--- config.mk ---
export PLATFORM = sky130hd
export DESIGN_NAME = uart_frame_tx
export DESIGN_NICKNAME = d
export VERILOG_FILES = /design/src/rtl/uart_frame_tx.sv
export SDC_FILE = /design/constraint.sdc
export NUM_CORES = 1
export LEC_CHECK = 0
export CAP_MARGIN = 20
export CORE_MARGIN = 1
export CORE_UTILIZATION = 50
export DETAILED_ROUTE_END_ITERATION = 8
export DONT_BUFFER_PORTS = 1
export SYNTH_ARGS = -nofsm -noshare
export SYNTH_HDL_FRONTEND = slang
export SYNTH_SLANG_ARGS = --single-unit
--- constraint.sdc ---
create_clock -name clk -period 3.1 [get_ports clk]
set_input_delay 0.465 -clock clk [delete_from_list [all_inputs] [get_ports clk]]
set_output_delay 0.465 -clock clk [all_outputs]
set_load 0.05 [all_outputs]
--- src/rtl/uart_frame_tx.sv ---
// Serialises pre-built 10-bit UART frames {stop, data, start} onto tx at the baud rate,
// with an idle guard time after each frame and rejection of malformed frames.
module uart_frame_tx #(
  parameter int CLKS_PER_BIT = 5208,
  parameter int GAP_BITS     = 1
) (
  input  logic       clk,
  input  logic       reset_n,
  input  logic       ivalid,
  input  logic [9:0] idata,
  output logic       iready,
  output logic       tx,
  output logic       busy,
  output logic       ferr
);

  localparam int             BW        = $clog2(CLKS_PER_BIT + 1);
  localparam logic [BW-1:0]  BAUD_LAST = BW'(CLKS_PER_BIT - 1);
  localparam logic [3:0]     GAP_LAST  = 4'((GAP_BITS > 0) ? GAP_BITS - 1 : 0);
  localparam bit             GAP_ONE   = ((GAP_BITS * CLKS_PER_BIT) == 1);

  typedef enum logic [1:0] {IDLE, SHIFT, GAP} state_t;

  state_t          state_q;
  logic [8:0]      shreg_q;
  logic [BW-1:0]   baud_q;
  logic [BW-1:0]   baud_d;
  logic [3:0]      bit_q;
  logic [3:0]      bit_d;
  logic            baud_wrap;
  logic            tx_q;
  logic            iready_q;
  logic            busy_q;
  logic            ferr_q;
  logic            xfer;
  logic            frame_ok;

  assign xfer     = ivalid && iready_q;
  assign frame_ok = ~idata[0] & idata[9];

  always_comb begin
    baud_wrap = (baud_q == BAUD_LAST);
    baud_d    = baud_wrap ? '0 : baud_q + 1'b1;
    bit_d     = baud_wrap ? bit_q + 4'd1 : bit_q;
  end

  // The final line-high cycle of a frame (stop bit or guard) is spent in IDLE with
  // iready raised, so a waiting frame is accepted exactly (10+GAP_BITS)*CLKS_PER_BIT
  // cycles after the previous one.
  always_ff @(posedge clk or negedge reset_n) begin
    if (!reset_n) begin
      state_q  <= IDLE;
      baud_q   <= '0;
      bit_q    <= '0;
      tx_q     <= 1'b1;
      iready_q <= 1'b1;
      busy_q   <= 1'b0;
      ferr_q   <= 1'b0;
    end else begin
      ferr_q <= 1'b0;
      case (state_q)
        IDLE: begin
          if (xfer) begin
            if (frame_ok) begin
              shreg_q  <= idata[9:1];
              tx_q     <= idata[0];
              baud_q   <= '0;
              bit_q    <= '0;
              iready_q <= 1'b0;
              busy_q   <= 1'b1;
              state_q  <= SHIFT;
            end else begin
              ferr_q <= 1'b1;
            end
          end
        end
        SHIFT: begin
          baud_q <= baud_d;
          bit_q  <= bit_d;
          if (baud_wrap) begin
            shreg_q <= {1'b1, shreg_q[8:1]};
            tx_q    <= shreg_q[0];
          end
          if (GAP_BITS == 0) begin
            if (bit_d == 4'd9 && baud_d == BAUD_LAST) begin
              tx_q     <= 1'b1;
              baud_q   <= '0;
              bit_q    <= '0;
              iready_q <= 1'b1;
              busy_q   <= 1'b0;
              state_q  <= IDLE;
            end
          end else if (baud_wrap && bit_q == 4'd9) begin
            tx_q   <= 1'b1;
            baud_q <= '0;
            bit_q  <= '0;
            if (GAP_ONE) begin
              iready_q <= 1'b1;
              busy_q   <= 1'b0;
              state_q  <= IDLE;
            end else begin
              state_q <= GAP;
            end
          end
        end
        GAP: begin
          baud_q <= baud_d;
          bit_q  <= bit_d;
          if (bit_d == GAP_LAST && baud_d == BAUD_LAST) begin
            baud_q   <= '0;
            bit_q    <= '0;
            iready_q <= 1'b1;
            busy_q   <= 1'b0;
            state_q  <= IDLE;
          end
        end
        default: begin
          tx_q     <= 1'b1;
          iready_q <= 1'b1;
          busy_q   <= 1'b0;
          state_q  <= IDLE;
        end
      endcase
    end
  end

  assign tx     = tx_q;
  assign iready = iready_q;
  assign busy   = busy_q;
  assign ferr   = ferr_q;

endmodule

==> results of run 1 <==
==> cells by family (layout without fill, tap and decap cells) <==
kind of cell / after synthesis / in the layout
adders and majority gates: 7 / 7
xor gates and xnor gates: 6 / 6
and+or+nand+nor: 83 / 83
DFF: 32 / 32
muxes: 10 / 10
buffers and inverters: 21 / 23
AOI/OAI and AO/OA: 44 / 44
==> critical path, stage by stage, from the launching register on <==
cell	delay, ns
dfrtp_1	0.43
ha_1	0.27
and4bb_1	0.23
and4b_1	0.27
a211o_1	0.35
a2111oi_4	0.36
nand2_2	0.12
a211o_1	0.36
mux2_4	0.31
==> state kept, by name, summed over array words and instances (netlist names) <==
signal,cells
baud_q,13
shreg_q,9
bit_q,4
state_q,2
busy,1
ferr,1
iready,1
tx,1
==> routing by layer <==
layer / GRT usage / vias up / wire length [um]
met2: 0.3947 / 63 / 2143
li1: - / 742 / -
met1: 0.2726 / 776 / 1819
met5: 0 / - / 0
met3: 0.05714 / 5 / 276
met4: 0.08611 / 0 / 34
==> layout by cell type, fill, tap and decap left out, types with 2 or more instances in the layout <==
master	n
nand2_1	19
nand3b_1	2
xor2_1	3
dfstp_2	2
a31oi_1	11
and3_1	4
ha_1	7
a211oi_1	2
mux2_4	2
nand4_1	5
nand3_1	13
edfxtp_1	9
o31ai_1	2
clkbuf_8	5
nand4b_1	2
nor2_1	17
o21ai_0	14
mux2_2	8
xnor2_1	3
nor3_1	6
or2_2	2
inv_1	11
a211o_1	2
buf_4	2
dfrtp_1	21
a21oi_1	3
nand2b_1	2
nor3b_1	2
==> stage by stage <==
stage	area (um2)	worst slack (ns)
4_1_cts	2095	0.2925
5_1_grt	2110	0.1186
2_1_floorplan	1947	0.4166
6_report	2110	0.2837
3_3_place_gp	1973	0.3771
3_5_place_dp	1973	0.3206
==> repair_timing <==
action                    in CTS  in global routing
hold buffers                   1                  0
hold endpoints to repair      21                  0
gates resized for setup        0                  0
==> where the power goes <==
group / internal [mW] / total [mW] / switching, mW
combinational: 0.00750 / 0.0159 / 0.00844
clock: 0.238 / 0.406 / 0.169
sequential: 0.434 / 0.434 / 0
total: 0.679 / 0.856 / 0.177
==> layout make-up <==
class                      count  share of cell area
clock inverter                 3             0.02017
inverter                      11             0.01957
timing repair buffer           4             0.01898
sequential                    32              0.4021
tap                           48             0.02847
clock buffer                   5             0.03262
multi-input combinational    150              0.4781
==> path summary, 6_finish.rpt <==
kind | from | to | slack, ns | cells past startpoint
worst min register to register | baud_q[6]$_DFFE_PN0P_ | baud_q[6]$_DFFE_PN0P_ | 0.54 | 1
worst max-delay path | baud_q[1]$_DFFE_PN0P_ | busy$_DFFE_PN0P_ | 0.28 | 8
worst min-delay path | reset_n | iready$_DFFE_PN1P_ | 0.02 | 0
min in group clk | idata[0] | tx$_DFFE_PN1P_ | 0.31 | 2
worst max register to register | baud_q[1]$_DFFE_PN0P_ | busy$_DFFE_PN0P_ | 0.28 | 8
max in group asynchronous | reset_n | state_q[1]$_DFFE_PN0P_ | 2.12 | 2
==> flow_summary.ini, run 1 <==
[synth]
ys_seq_area_frac = 0.4357
synth-simple-area-share = 0.2262
synthFlopType = dfrtp_1
yosys.area.top_type_share = 0.2699
syn-num-nets = 223
netlist_top_cells_count = 21 x dfrtp_1, 19 x nand2_1, 17 x nor2_1, 14 x o21ai_0, 13 x nand3_1
synthAdderAreaFrac = 0.04499
synth_edf_count = 9
synth_top_cell_by_area = dfrtp_1
synth_xor_area_frac = 0.02699
synthTopCellsByArea = dfrtp_1 27%, edfxtp_1 14%, mux2_2 4.6%
mappedNetlistArea_um2 = 1947
synth_top_family_by_area = simple AND/OR/NAND/NOR gates
ys_seq_elements = 32
syn_inst = 203
syn_avg_cell_area_um2 = 9.590
muxShareOfSynthArea = 0.06170
postSynth.asyncResetShare = 0.7188
synth.most_common_cell = dfrtp_1
synth-compound-area-share = 0.1581
synthDistinctLibCells = 48
yosys_warnings = 0

[finish]
post_route_cells_drive_above_1_share = 0.1463
syn2layout_area_growth_pct = 8.355
post-route-util = 0.5719
multi_input_area_um2 = 1008
fillCellCount = 320
area.sequential_um2 = 848.3
stdcell_count = 253
num_antenna_cells = 0
final_nets = 224

[clock_tree]
root_buffer = clkbuf_8
clock_path_buffers = 2
h-tree-depth = 2
cts_made_buffers = 5
cts.sinks = 32
clk_pin_slew_ns = 0.07
post-cts-setup-buffer-count = 0
clk-insertion-delay-late_ns = 0.29
cts_tree = yes

[grt]
grt_pass1_wl_mm = 7.120
antenna_found_initial = 0
grt-ovfl-total = 0
grt_start_max_net_pins = 22
grt_pass1_vias = 1514
grt_usage = 0.2291

[drt]
wl_per_cell_um = 16.89
wirelength_mm = 4.273
drcViolationCount = 0
drt-vias-per-instance = 6.269
vias = 1586
first_pass_iters = 4
first_iter_violations = 131
ant_nets = 0

[timing]
holdWs_ns = 0.01525
worst_pin_slew_ns = 0.5933
slew_headroom = 0.6044
finalCriticalPeriod_ns = 2.816
finalMaxSlewViolations = 0
hold_violations = 0
post-route-period-util = 0.9085
setup_viol = 0
fmax_ghz = 0.3551
clock_skew_ns = 0.006721
rsz0062_at_grt = no
fin_tns_setup_ns = 0

[setup_path]
critPathRequiredTime_ns = 3.27
start_kind = flop
cp.arrival_ns = 2.99
worst-setup-path-type = flop to flop
crit_fanout = 7
crit_path_end_kind = flop

[floorplan]
pin_count = 17
die_area_um2 = 4147
fp.dieH_um = 64.40
rows = 22
design.core.area_um2 = 3689
initial_utilization = 0.5278
die_w_um = 64.40

[hold_path]
min_path_type = input port to asynchronous set/reset pin

[power]
p_total_mw = 0.8561
powerDensity_nw_per_um2 = 405.8
ir_worst_vdd_mv = 0.1946
leakagePower_nw = 0.8354

[run_status]
outcome = finished clean

[placed_design]
dp_hpwl_mm = 2.948
place_inst = 243
port_buffers = 0
gp_congestion = 0.8217

[flow_run]
cap_violations = 0
(Power assumes the default switching activity.)
==> run 2: changes to the inputs <==
--- a/config.mk
+++ b/config.mk
@@ -8,8 +8,10 @@
 export CAP_MARGIN = 20
 export CORE_MARGIN = 1
 export CORE_UTILIZATION = 50
+export CTS_CLUSTER_SIZE = 40
 export DETAILED_ROUTE_END_ITERATION = 8
 export DONT_BUFFER_PORTS = 1
+export PLACE_DENSITY = 0.62
 export SYNTH_ARGS = -nofsm -noshare
 export SYNTH_HDL_FRONTEND = slang
 export SYNTH_SLANG_ARGS = --single-unit
==> run 2 against run 1 <==
Net effect: combinational power is essentially flat; routed wire length shrank 3.4%; die area is the same; critical path type unchanged; largest cell class unchanged; clock skew shrank 0.0011 ns.
==> flow_summary.ini, run 2 (synthesis results as in run 1) <==
[drt]
vias = 1536
wl_per_cell_um = 16.31
drt-vias-per-instance = 6.071
ant_nets = 0
drcViolationCount = 0
first_iter_violations = 69
wirelength_mm = 4.127
first_pass_iters = 4

[hold_path]
min_path_type = input port to asynchronous set/reset pin

[setup_path]
crit_path_cell_trace = ha_1 -> and4bb_1 -> and4b_1 -> a211o_1 -> a2111oi_4 -> nand2_2 -> a211o_1 -> mux2_4
worst-setup-path-type = flop to flop
critPathRequiredTime_ns = 3.27
cp.arrival_ns = 3.01
crit_top_cell = a211o_1
ff2ff_path_depth = 8
cp.depth = 8
crit_fanout = 7
crit_family = compound AO/OA/AOI/OAI gates
crit_path_end_kind = flop
critPathBufInv = 0
cp_slowest_cell = dfrtp_1
start_kind = flop
slowest_delay_ns = 0.43

[finish]
largest_reg_flops = 13
final_nets = 224
num_antenna_cells = 0
syn2layout_area_growth_pct = 8.162
post_route_cells_drive_above_1_share = 0.1415
top_regs = baud_q x13, shreg_q x9, bit_q x4
final_common_cell = dfrtp_1
largest-register = baud_q
layout_common_cells = 21 x dfrtp_1, 19 x nand2_1, 17 x nor2_1, 14 x o21ai_0, 13 x nand3_1

[clock_tree]
post-cts-setup-buffer-count = 0
cts_tree = yes
clock_path_buffers = 2
cts.sinks = 32
clk-insertion-delay-late_ns = 0.28
cts_made_buffers = 5
root_buffer = clkbuf_8
h-tree-depth = 2
clk_pin_slew_ns = 0.07

[timing]
timing.final.ws_setup_ns = 0.2591
worst_pin_slew_ns = 0.6063
clock_skew_ns = 0.005659
slew_headroom = 0.5958
fin_tns_setup_ns = 0
hold_violations = 0
fmax_ghz = 0.3520
setup_viol = 0
post-route-period-util = 0.9164
finalMaxSlewViolations = 0
finalCriticalPeriod_ns = 2.841
rsz0062_at_grt = no

[floorplan]
fp.dieH_um = 64.40
pin_count = 17
initial_utilization = 0.5278
design.core.area_um2 = 3689
rows = 22
die_w_um = 64.40
die_area_um2 = 4147

[placed_design]
gp_congestion = 0.8616
port_buffers = 0
dp_hpwl_mm = 2.912
pre_cts_slack_ns = 0.2903

[grt]
grt-ovfl-total = 0
grt_pass1_wl_mm = 7.148
grt_start_max_net_pins = 22
grt_pass1_vias = 1491
antenna_found_initial = 0
grt_usage = 0.2314

[flow_run]
cap_violations = 0

[power]
powerDensity_nw_per_um2 = 397.5
p_int_mw = 0.6797
leakagePower_nw = 0.8364
netSwitchingFraction = 0.1880
p_total_mw = 0.8371
p_clk_frac = 0.463
ir_worst_vdd_mv = 0.2424
seq_power_share = 0.519
p_switching_mw = 0.1574
p_comb_frac = 0.019

[run_status]
outcome = finished clean
## run 2: cell types whose count changed in the layout (fill, tap and decap cells not counted)
cell / before / now
clkbuf_1: 0 / 1
clkinvlp_4: 1 / 0
## run 2: layout make-up
class,count,area (um2)
Clock inverter,2,35.03
Sequential cell,32,848.3
Tap cell,48,60.06
Fill cell,310,1583
Timing Repair Buffer,4,40.04
Multi-Input combinational cell,150,1008
Inverter,11,41.29
Clock buffer,6,72.57
## run 2: stage by stage
| step | hold WS, ns | area [um2] | util | cells |
|---|---|---|---|---|
| 3_3_place_gp | 0.1702 | 1973 | 0.5349 | 243 |
| 4_1_cts | 0.005146 | 2091 | 0.5668 | 252 |
| 5_1_grt | 0.002945 | 2106 | 0.5709 | 253 |
| 2_1_floorplan | 0.1694 | 1947 | - | 203 |
| 6_report | 0.01560 | 2106 | 0.5709 | 253 |
| 3_5_place_dp | 0.1705 | 1973 | 0.5349 | 243 |
## run 2: layer usage
metal | vias up | routed length [um] | track usage
li1 | 744 | - | -
met1 | 732 | 1848 | 0.2886
met2 | 51 | 1907 | 0.3592
met3 | 9 | 278 | 0.07321
met4 | 0 | 93 | 0.1139
met5 | - | 0 | 0
## run 2: repair_timing
item,CTS,global route
setup endpoints to repair,0,0
endpoints found under the hold margin,21,0
gates resized for setup,0,0
hold buffers,1,0
## run 2: power by group through the flow
stage / logic [mW] / clock network, mW / registers, mW
floorplan: 0.00617 / 0 / 0.442
global route: 0.0182 / 0.415 / 0.434
finish: 0.0156 / 0.387 / 0.434
CTS: 0.0143 / 0.401 / 0.434
global placement: 0.00703 / 0 / 0.442
detailed placement: 0.00730 / 0 / 0.442
## run 2: final timing paths
path	start	endpoint	slack, ns
min reg2reg	shreg_q[1]$_DFFE_PP_	shreg_q[0]$_DFFE_PP_	0.55
min in group clk	idata[0]	tx$_DFFE_PN1P_	0.30
min	reset_n	tx$_DFFE_PN1P_	0.02
max in group asynchronous	reset_n	baud_q[5]$_DFFE_PN0P_	2.06
max	baud_q[1]$_DFFE_PN0P_	busy$_DFFE_PN0P_	0.26
max reg2reg	baud_q[1]$_DFFE_PN0P_	busy$_DFFE_PN0P_	0.26
